## src/rtl/mult_pkg.sv

```systemverilog
// ============================================================================
// Module      : mult_pkg
// Description : Shared width, state encoding and product type for the
//               sequential shift-add multiplier.
// Revision    : 1.0 - initial release
// ============================================================================
`default_nettype none

package mult_pkg;

    localparam int MULT_WIDTH = 32;

    typedef enum logic [1:0] {
        IDLE = 2'd0,
        BUSY = 2'd1,
        DONE = 2'd2
    } mult_state_t;

    typedef logic [2*MULT_WIDTH-1:0] mult_prod_t;

endpackage : mult_pkg

`default_nettype wire

```

## src/rtl/mult_step.sv

```systemverilog
// ============================================================================
// Module      : mult_step
// Description : One shift-add iteration: conditional accumulate, shift the
//               multiplicand left and the multiplier right.
// Revision    : 1.0 - initial release
// ============================================================================
`default_nettype none

module mult_step
    import mult_pkg::*;
#(
    parameter int WIDTH = MULT_WIDTH
) (
    input  logic [2*WIDTH-1:0] acc_i,
    input  logic [2*WIDTH-1:0] mcand_i,
    input  logic [WIDTH-1:0]   mplier_i,
    output logic [2*WIDTH-1:0] acc_o,
    output logic [2*WIDTH-1:0] mcand_o,
    output logic [WIDTH-1:0]   mplier_o
);

    // The full product fits in 2*WIDTH bits, so the add can never carry out.
    assign acc_o    = mplier_i[0] ? (acc_i + mcand_i) : acc_i;
    assign mcand_o  = mcand_i << 1;
    assign mplier_o = mplier_i >> 1;

endmodule : mult_step

`default_nettype wire

```

## src/rtl/multiplier_32_seq.sv

```systemverilog
// ============================================================================
// Module      : multiplier_32_seq
// Description : Sequential unsigned shift-add multiplier with valid/ready
//               handshakes; one partial product per cycle, 2*WIDTH result.
//               Optional macro MULT_EARLY_EXIT_EN ends iteration once the
//               remaining multiplier bits are all zero.
// Revision    : 1.0 - initial release
// ============================================================================
`default_nettype none

module multiplier_32_seq
    import mult_pkg::*;
#(
    parameter int WIDTH = MULT_WIDTH,
    parameter int CNT_W = $clog2(WIDTH) + 1
) (
    input  logic               clk,
    input  logic               rst,
    input  logic               in_valid,
    output logic               in_ready,
    input  logic [WIDTH-1:0]   a,
    input  logic [WIDTH-1:0]   b,
    output logic               out_valid,
    input  logic               out_ready,
    output logic [2*WIDTH-1:0] product,
    output logic               busy
);

    mult_state_t        state_q, state_d;
    logic [2*WIDTH-1:0] acc_q, acc_d;
    logic [2*WIDTH-1:0] mcand_q, mcand_d;
    logic [WIDTH-1:0]   mplier_q, mplier_d;
    logic [CNT_W-1:0]   count_q, count_d;

    logic [2*WIDTH-1:0] w_acc_next;
    logic [2*WIDTH-1:0] w_mcand_next;
    logic [WIDTH-1:0]   w_mplier_next;
    logic               w_last;

    mult_step #(
        .WIDTH    (WIDTH)
    ) u_step (
        .acc_i    (acc_q),
        .mcand_i  (mcand_q),
        .mplier_i (mplier_q),
        .acc_o    (w_acc_next),
        .mcand_o  (w_mcand_next),
        .mplier_o (w_mplier_next)
    );

`ifdef MULT_EARLY_EXIT_EN
    // Once no set multiplier bits remain, further iterations add nothing.
    assign w_last = (count_q == CNT_W'(WIDTH - 1)) || (w_mplier_next == '0);
`else
    assign w_last = (count_q == CNT_W'(WIDTH - 1));
`endif

    always_ff @(posedge clk) begin
        if (rst) begin
            state_q  <= IDLE;
            acc_q    <= '0;
            mcand_q  <= '0;
            mplier_q <= '0;
            count_q  <= '0;
        end else begin
            state_q  <= state_d;
            acc_q    <= acc_d;
            mcand_q  <= mcand_d;
            mplier_q <= mplier_d;
            count_q  <= count_d;
        end
    end

    always_comb begin
        state_d  = state_q;
        acc_d    = acc_q;
        mcand_d  = mcand_q;
        mplier_d = mplier_q;
        count_d  = count_q;
        case (state_q)
            IDLE: begin
                if (in_valid) begin
                    state_d  = BUSY;
                    acc_d    = '0;
                    mcand_d  = {{WIDTH{1'b0}}, a};
                    mplier_d = b;
                    count_d  = '0;
                end
            end
            BUSY: begin
                acc_d    = w_acc_next;
                mcand_d  = w_mcand_next;
                mplier_d = w_mplier_next;
                count_d  = count_q + CNT_W'(1);
                if (w_last) begin
                    state_d = DONE;
                end
            end
            DONE: begin
                if (out_ready) begin
                    state_d = IDLE;
                end
            end
            default: state_d = IDLE;
        endcase
    end

    // The accumulator is only written on accept and in BUSY, so it holds the
    // finished product unchanged for the whole DONE phase.
    assign product   = acc_q;
    assign in_ready  = (state_q == IDLE);
    assign out_valid = (state_q == DONE);
    assign busy      = (state_q == BUSY);

endmodule : multiplier_32_seq

`default_nettype wire

```

## config.mk

```make
export PLATFORM = sky130hd
export DESIGN_NAME = multiplier_32_seq
export DESIGN_NICKNAME = d
export VERILOG_FILES = /design/src/rtl/mult_pkg.sv /design/src/rtl/mult_step.sv /design/src/rtl/multiplier_32_seq.sv
export SDC_FILE = /design/constraint.sdc
export NUM_CORES = 1
export LEC_CHECK = 0
export ABC_AREA = 1
export BUFFER_PORTS_ARGS = -buffer_cell sky130_fd_sc_hd__buf_2
export CORE_MARGIN = 2
export CORE_UTILIZATION = 65
export CTS_BUF_LIST = sky130_fd_sc_hd__clkbuf_16
export DETAILED_ROUTE_END_ITERATION = 10
export PLACE_DENSITY = 0.95
export SYNTH_ARGS = -nofsm -noshare
export SYNTH_HDL_FRONTEND = slang
export SYNTH_SLANG_ARGS = --single-unit
```

## constraint.sdc

```tcl
create_clock -name clk -period 4.6 [get_ports clk]
set_input_delay 0.23 -clock clk [delete_from_list [all_inputs] [get_ports clk]]
set_output_delay 0.23 -clock clk [all_outputs]
set_load 0.05 [all_outputs]
```

**Yosys cells after proc, flatten, opt, wreduce, memory -nomap -nowiden**

Index checks and enable logic that the tools add are counted.

- Reductions and logical operators: 5
- Add/subtract/negate cells: 2
- Equality and inequality tests: 7
- Muxes and demuxes: 13

Operators with widths:

| cell | count |
|---|---|
| 64-bit case mux with 2 select lines | 2 |
| 64-bit two-way mux | 3 |
| 64-bit adder | 1 |
| 32-bit case mux with 2 select lines | 1 |
| 32-bit two-way mux | 1 |
| 6-bit case mux with 2 select lines | 1 |
| 6-bit by 1-bit adder with 6-bit output, second input constant | 1 |
| 6-bit by 5-bit equality test with 1-bit output, second input constant | 1 |
| 2-bit two-way mux | 3 |
| 6-bit two-way mux | 1 |
| 2-bit by 1-bit != test with 1-bit output, second input constant | 3 |
| 2-bit case mux with 3 select lines | 1 |
| 3-bit AND reduction | 2 |
| 2-bit by 1-bit equality test with 1-bit output, second input constant | 1 |
| 2-bit equality test, second input constant | 1 |
| 2-bit zero test | 1 |
| 2-bit != test, second input constant | 1 |
| 2-bit AND reduction | 1 |
| 2-bit nonzero test | 1 |

- Flip-flop bits (word level): 168
- Output and inout bits: 67

**Longest topological paths before layout**

- Depth in word-level cells: 3
- Depth in mapped cells: 17

**Hierarchy**

A second synthesis with hierarchy kept.

- Cell total of the unflattened synthesis: 2511
- Area total of the unflattened synthesis: 14128.6 µm²

Modules (own cells, without submodules):

| module | seq. area each (µm²) | area each (µm²) | times used | cells each |
|---|---|---|---|---|
| mult_step | 0.0 | 7353.3 | 1 | 1522 |
| multiplier_32_seq | 3363.2 | 6775.2 | 1 | 989 |

**Least setup slack after synthesis**

No wires, ideal clock.

- Path kind: reg2reg
- Start point: register acc_q[0] (netlist: product[0])
- End point: register acc_q[60] (netlist: product[60])
- Data arrival time: 2.186 ns
- Period minus slack after synthesis: 2.318 ns
- Setup time: 0.132 ns
- Path buffers: 0
- Setup slack: 2.282 ns
- Cell stages (with the launch flop): 18
- Cell sequence: dfxtp_1 > ha_1 > inv_1 > fa_1 > inv_1 > nand3_1 > nand2_2 > nand2_1 > nand2_2 > nand2_1 > nand2_1 > nand2_1 > nand2_2 > nand2_1 > nand2_1 > nand2_1 > nand3_1 > a21oi_1

- Longest elaborated chain between the ends: 3

Ends and longest elaborated chain:

| item | RTL line | source |
|---|---|---|
| from (decl) | multiplier_32_seq.sv:30 | `logic [2*WIDTH-1:0] acc_q, acc_d;` |
| from (signal assigned) | multiplier_32_seq.sv:61 | `acc_q <= '0;` |
| from (signal assigned) | multiplier_32_seq.sv:67 | `acc_q <= acc_d;` |
| 64-bit adder | mult_step.sv:23 | `assign acc_o = mplier_i[0] ? (acc_i + mcand_i) : acc_i;` |
| 64-bit two-way mux | mult_step.sv:23 |  |
| 64-bit case mux with 2 select lines | multiplier_32_seq.sv:80 | `case (state_q)` |

No other way between the ends. The select of a mux whose other input is x is not followed.
A chain may end at the register's enable or synchronous reset.

**Worst setup path after layout**

- Start point: register acc_q[0] (netlist: product[0])
- End point: register acc_q[56] (netlist: product[56])

The elaborated chain is that of the path after synthesis.

==> impl_metrics.yaml <==
outcome:
  outcome: "complete, no violations"
sta:
  slew_headroom_pct: 28.6
  setup_viol: 0
  fin_crit_sh_pct: 53.6
  skew_ns: 0.0145
  finalSetupTns_ns: 0
  finalHoldViolCount: 0
  maxSlewViolCount: 0
  rsz0062_at_grt: "no"
  tightestPinTransition_ns: 1.07
  min_period_ns: 2.46
  fmax_ghz: 0.406
logic_synthesis:
  synth_area_um2: 12100
  synth_top_family_by_area: "simple AND/OR/NAND/NOR gates"
  yosys-mux-area-fraction_pct: 0
  avgSynthCellArea_um2: 5.96
  synthAdderAreaFrac_pct: 6.80
  syn-instance-count: 2025
  synth.distinct_cells: 39
  synth_xor_area_share_pct: 0.0726
  synth_compound_area_share_pct: 15.0
  ys_seq_elements: 168
  yosys_warnings: 0
  syn_nets: 2158
  ys_seq_area_share_pct: 27.9
  synth_simple_gate_area_share_pct: 35.8
clock_network:
  cts_tree: "yes"
  cts-hold-fix-buffers: 0
  postCtsResizedCells: 0
  post_cts.repair.setup_buffers: 0
  cts_num_sinks: 168
  clock_path_buffers: 2
  clk_latency_ns: 0.45
  cts.reportedPaths.clkPinSlew_ns: 0.08
  cts_buffers: 17
  root_buffer: "clkbuf_16"
  h-tree-depth: 4
cells_and_area:
  drive_gt1_share_pct: 12.4
  final_nets: 2259
  num_antenna_cells: 0
  nFillCells: 1536
  area_growth_pct: 11.6
  layout.cells.non_filler: 2367
global_routing:
  first_global_vias: 12600
  antenna_found_initial: 0
  grt.overflow.total: 0
  grt_pass1_wl_mm: 62.7
  grt_max_degree: 67
  grt_usage_pct: 39.6
routing:
  wl_mm: 39.2
  first_pass_iters: 6
  drc: 0
  avgRoutedWirePerCell_um: 16.5
  vias: 13400
  drt-initial-drc-count: 1188
  drt.antenna.violating_nets: 0
  via_per_inst: 5.67
worst_setup_path:
  r2r_cells: 15
  worstPathArrival_ns: 2.77
  r2r_end: "product[56]"
  worst-r2r-setup-slack_ns: 2.14
  crit_chain: "ha_1, inv_1, fa_1, inv_1, nand3_1, nand2_2, nand2_1, nand2_2, nand3_1, nand3_1, nand2_1, nand2_1, nand2_1, nand3_1, a21oi_1"
  slowest_stage: "fa_1"
  start_kind: "register"
  path_class: "reg2reg"
  crit_fanout: 5
  critPathCaptureType: "register"
  reg2reg_from: "product[0]"
  max_stage_delay_ns: 0.39
  cp.required_ns: 4.91
power:
  leakage_nw: 7.15
  ir_drop_mv: 0.243
  p_total_mw: 3.56
  powerDensity_nw_per_um2: 265
floorplan:
  rows: 49
  die_h_um: 140
  start_util_pct: 66.7
  coreArea_um2: 18100
  design.die.area_um2: 19700
  io_pins: 135
  die_width_um: 140
min_path:
  holdPathEnd: "mcand_q[0]"
  hp-start: "a[0]"
  holdPathStages: 3
  hp-class: "in2reg"
placed_design:
  numPortBuffers: 134
  dp_cells: 2336
  dp_hpwl_mm: 29.6
  gp_congestion: 1.03
flow_run:
  maxCapViolCount: 0
[flip-flops by register name, summed over array words and instances (netlist names)]
name,count
count_q,6
mcand_q,64
mplier_q,32
product,64
state_q,2
[synth_stat cells (all sizes together)]
master | count | area [um^2]
or2 | 20 | 125
nand2 | 748 | 2870
o221ai | 63 | 552
nand4 | 9 | 56.3
o21bai | 3 | 22.5
o21ai | 18 | 90.1
inv | 398 | 1490
a21boi | 1 | 11.3
clkbuf | 38 | 143
nor3 | 11 | 103
a211oi | 1 | 7.51
a21o | 2 | 15.0
and3 | 1 | 6.26
dfxtp | 168 | 3360
fa | 1 | 20.0
and2 | 2 | 12.5
a221oi | 2 | 17.5
nand3b | 5 | 37.5
o22ai | 1 | 6.26
a21oi | 215 | 1080
o211ai | 1 | 7.51
nand3 | 112 | 586
buf | 21 | 106
nor2 | 117 | 507
ha | 64 | 801
xor2 | 1 | 8.76
nor4 | 2 | 18.8
[final cells by class]
class / instances / area, um^2 / share of cell area [%]
flip-flops and latches: 168 / 3360 / 25.0
clock buffers: 17 / 425 / 3.16
well taps: 229 / 287 / 2.13
multi-input cells: 1400 / 6980 / 51.9
repair buffers: 141 / 751 / 5.58
clock inverters: 14 / 160 / 1.19
inverters: 398 / 1490 / 11.1
[how the worst max path moves through the flow]
stage,slack (ns),to,start
floorplan,2.28,product[60],product[0]
global route,1.96,product[58],product[30]
detailed placement,2.28,product[56],product[0]
CTS,2.20,product[56],product[0]
global placement,2.33,product[52],product[14]
finish,2.14,product[56],product[0]
[worst max-delay path: cells and delay by family (launching register included)]
family | cells | cell delay (ns)
adder cells (fa/ha/maj) | 2 | 0.59
flip-flops | 1 | 0.36
buffers and inverters | 2 | 0.18
AO/OA/AOI/OAI | 1 | 0.06
AND/OR/NAND/NOR | 10 | 1.11
[kinds of logic after synthesis]
group	count (synthesis)
simple gates	1027
buf+inv	457
compound gates	307
flops	168
fa+ha+maj	65
xor+xnor	1
[layer usage]
| metal | track usage, % | vias to the layer above | wire length, um |
|---|---|---|---|
| met5 | 0 | - | 0 |
| met4 | 16.7 | 0 | 1500 |
| met3 | 8.00 | 122 | 3430 |
| met2 | 63.8 | 679 | 17400 |
| met1 | 51.9 | 6065 | 16900 |
| li1 | - | 6551 | - |
[where the power goes]
part           internal (mW)  switching, mW  leakage [nW]
sequential              1.53         0.0591          1.37
clock                  0.724          0.727         0.278
combinational          0.166          0.354          5.50
total                   2.42           1.14          7.15
[through the flow]
stage	hold slack [ns]	instance area [um^2]	setup slack, ns	util (%)
after floorplan	0.378	12100	2.28	-
after global placement	0.433	12900	2.33	71.2
after detailed placement	0.440	12900	2.28	71.2
after CTS	0.0487	13500	2.20	74.4
after global routing	0.0593	13500	1.96	74.4
final	0.0492	13500	2.14	74.4
[placed cells by master (no fill, tap or decap), drive strengths merged]
cell type	instances
nand2	748
inv	403
a21oi	215
dfxtp	168
buf	141
nor2	117
nand3	112
ha	64
o221ai	63
or2	20
o21ai	18
clkbuf	17
nor3	11
nand4	9
clkinv	7
nand3b	5
o21bai	3
and2	2
a21o	2
a221oi	2
clkinvlp	2
nor4	2
o211ai	1
a211oi	1
o22ai	1
and3	1
xor2	1
a21boi	1
fa	1
Note: power is estimated with default switching activity, not from simulation.
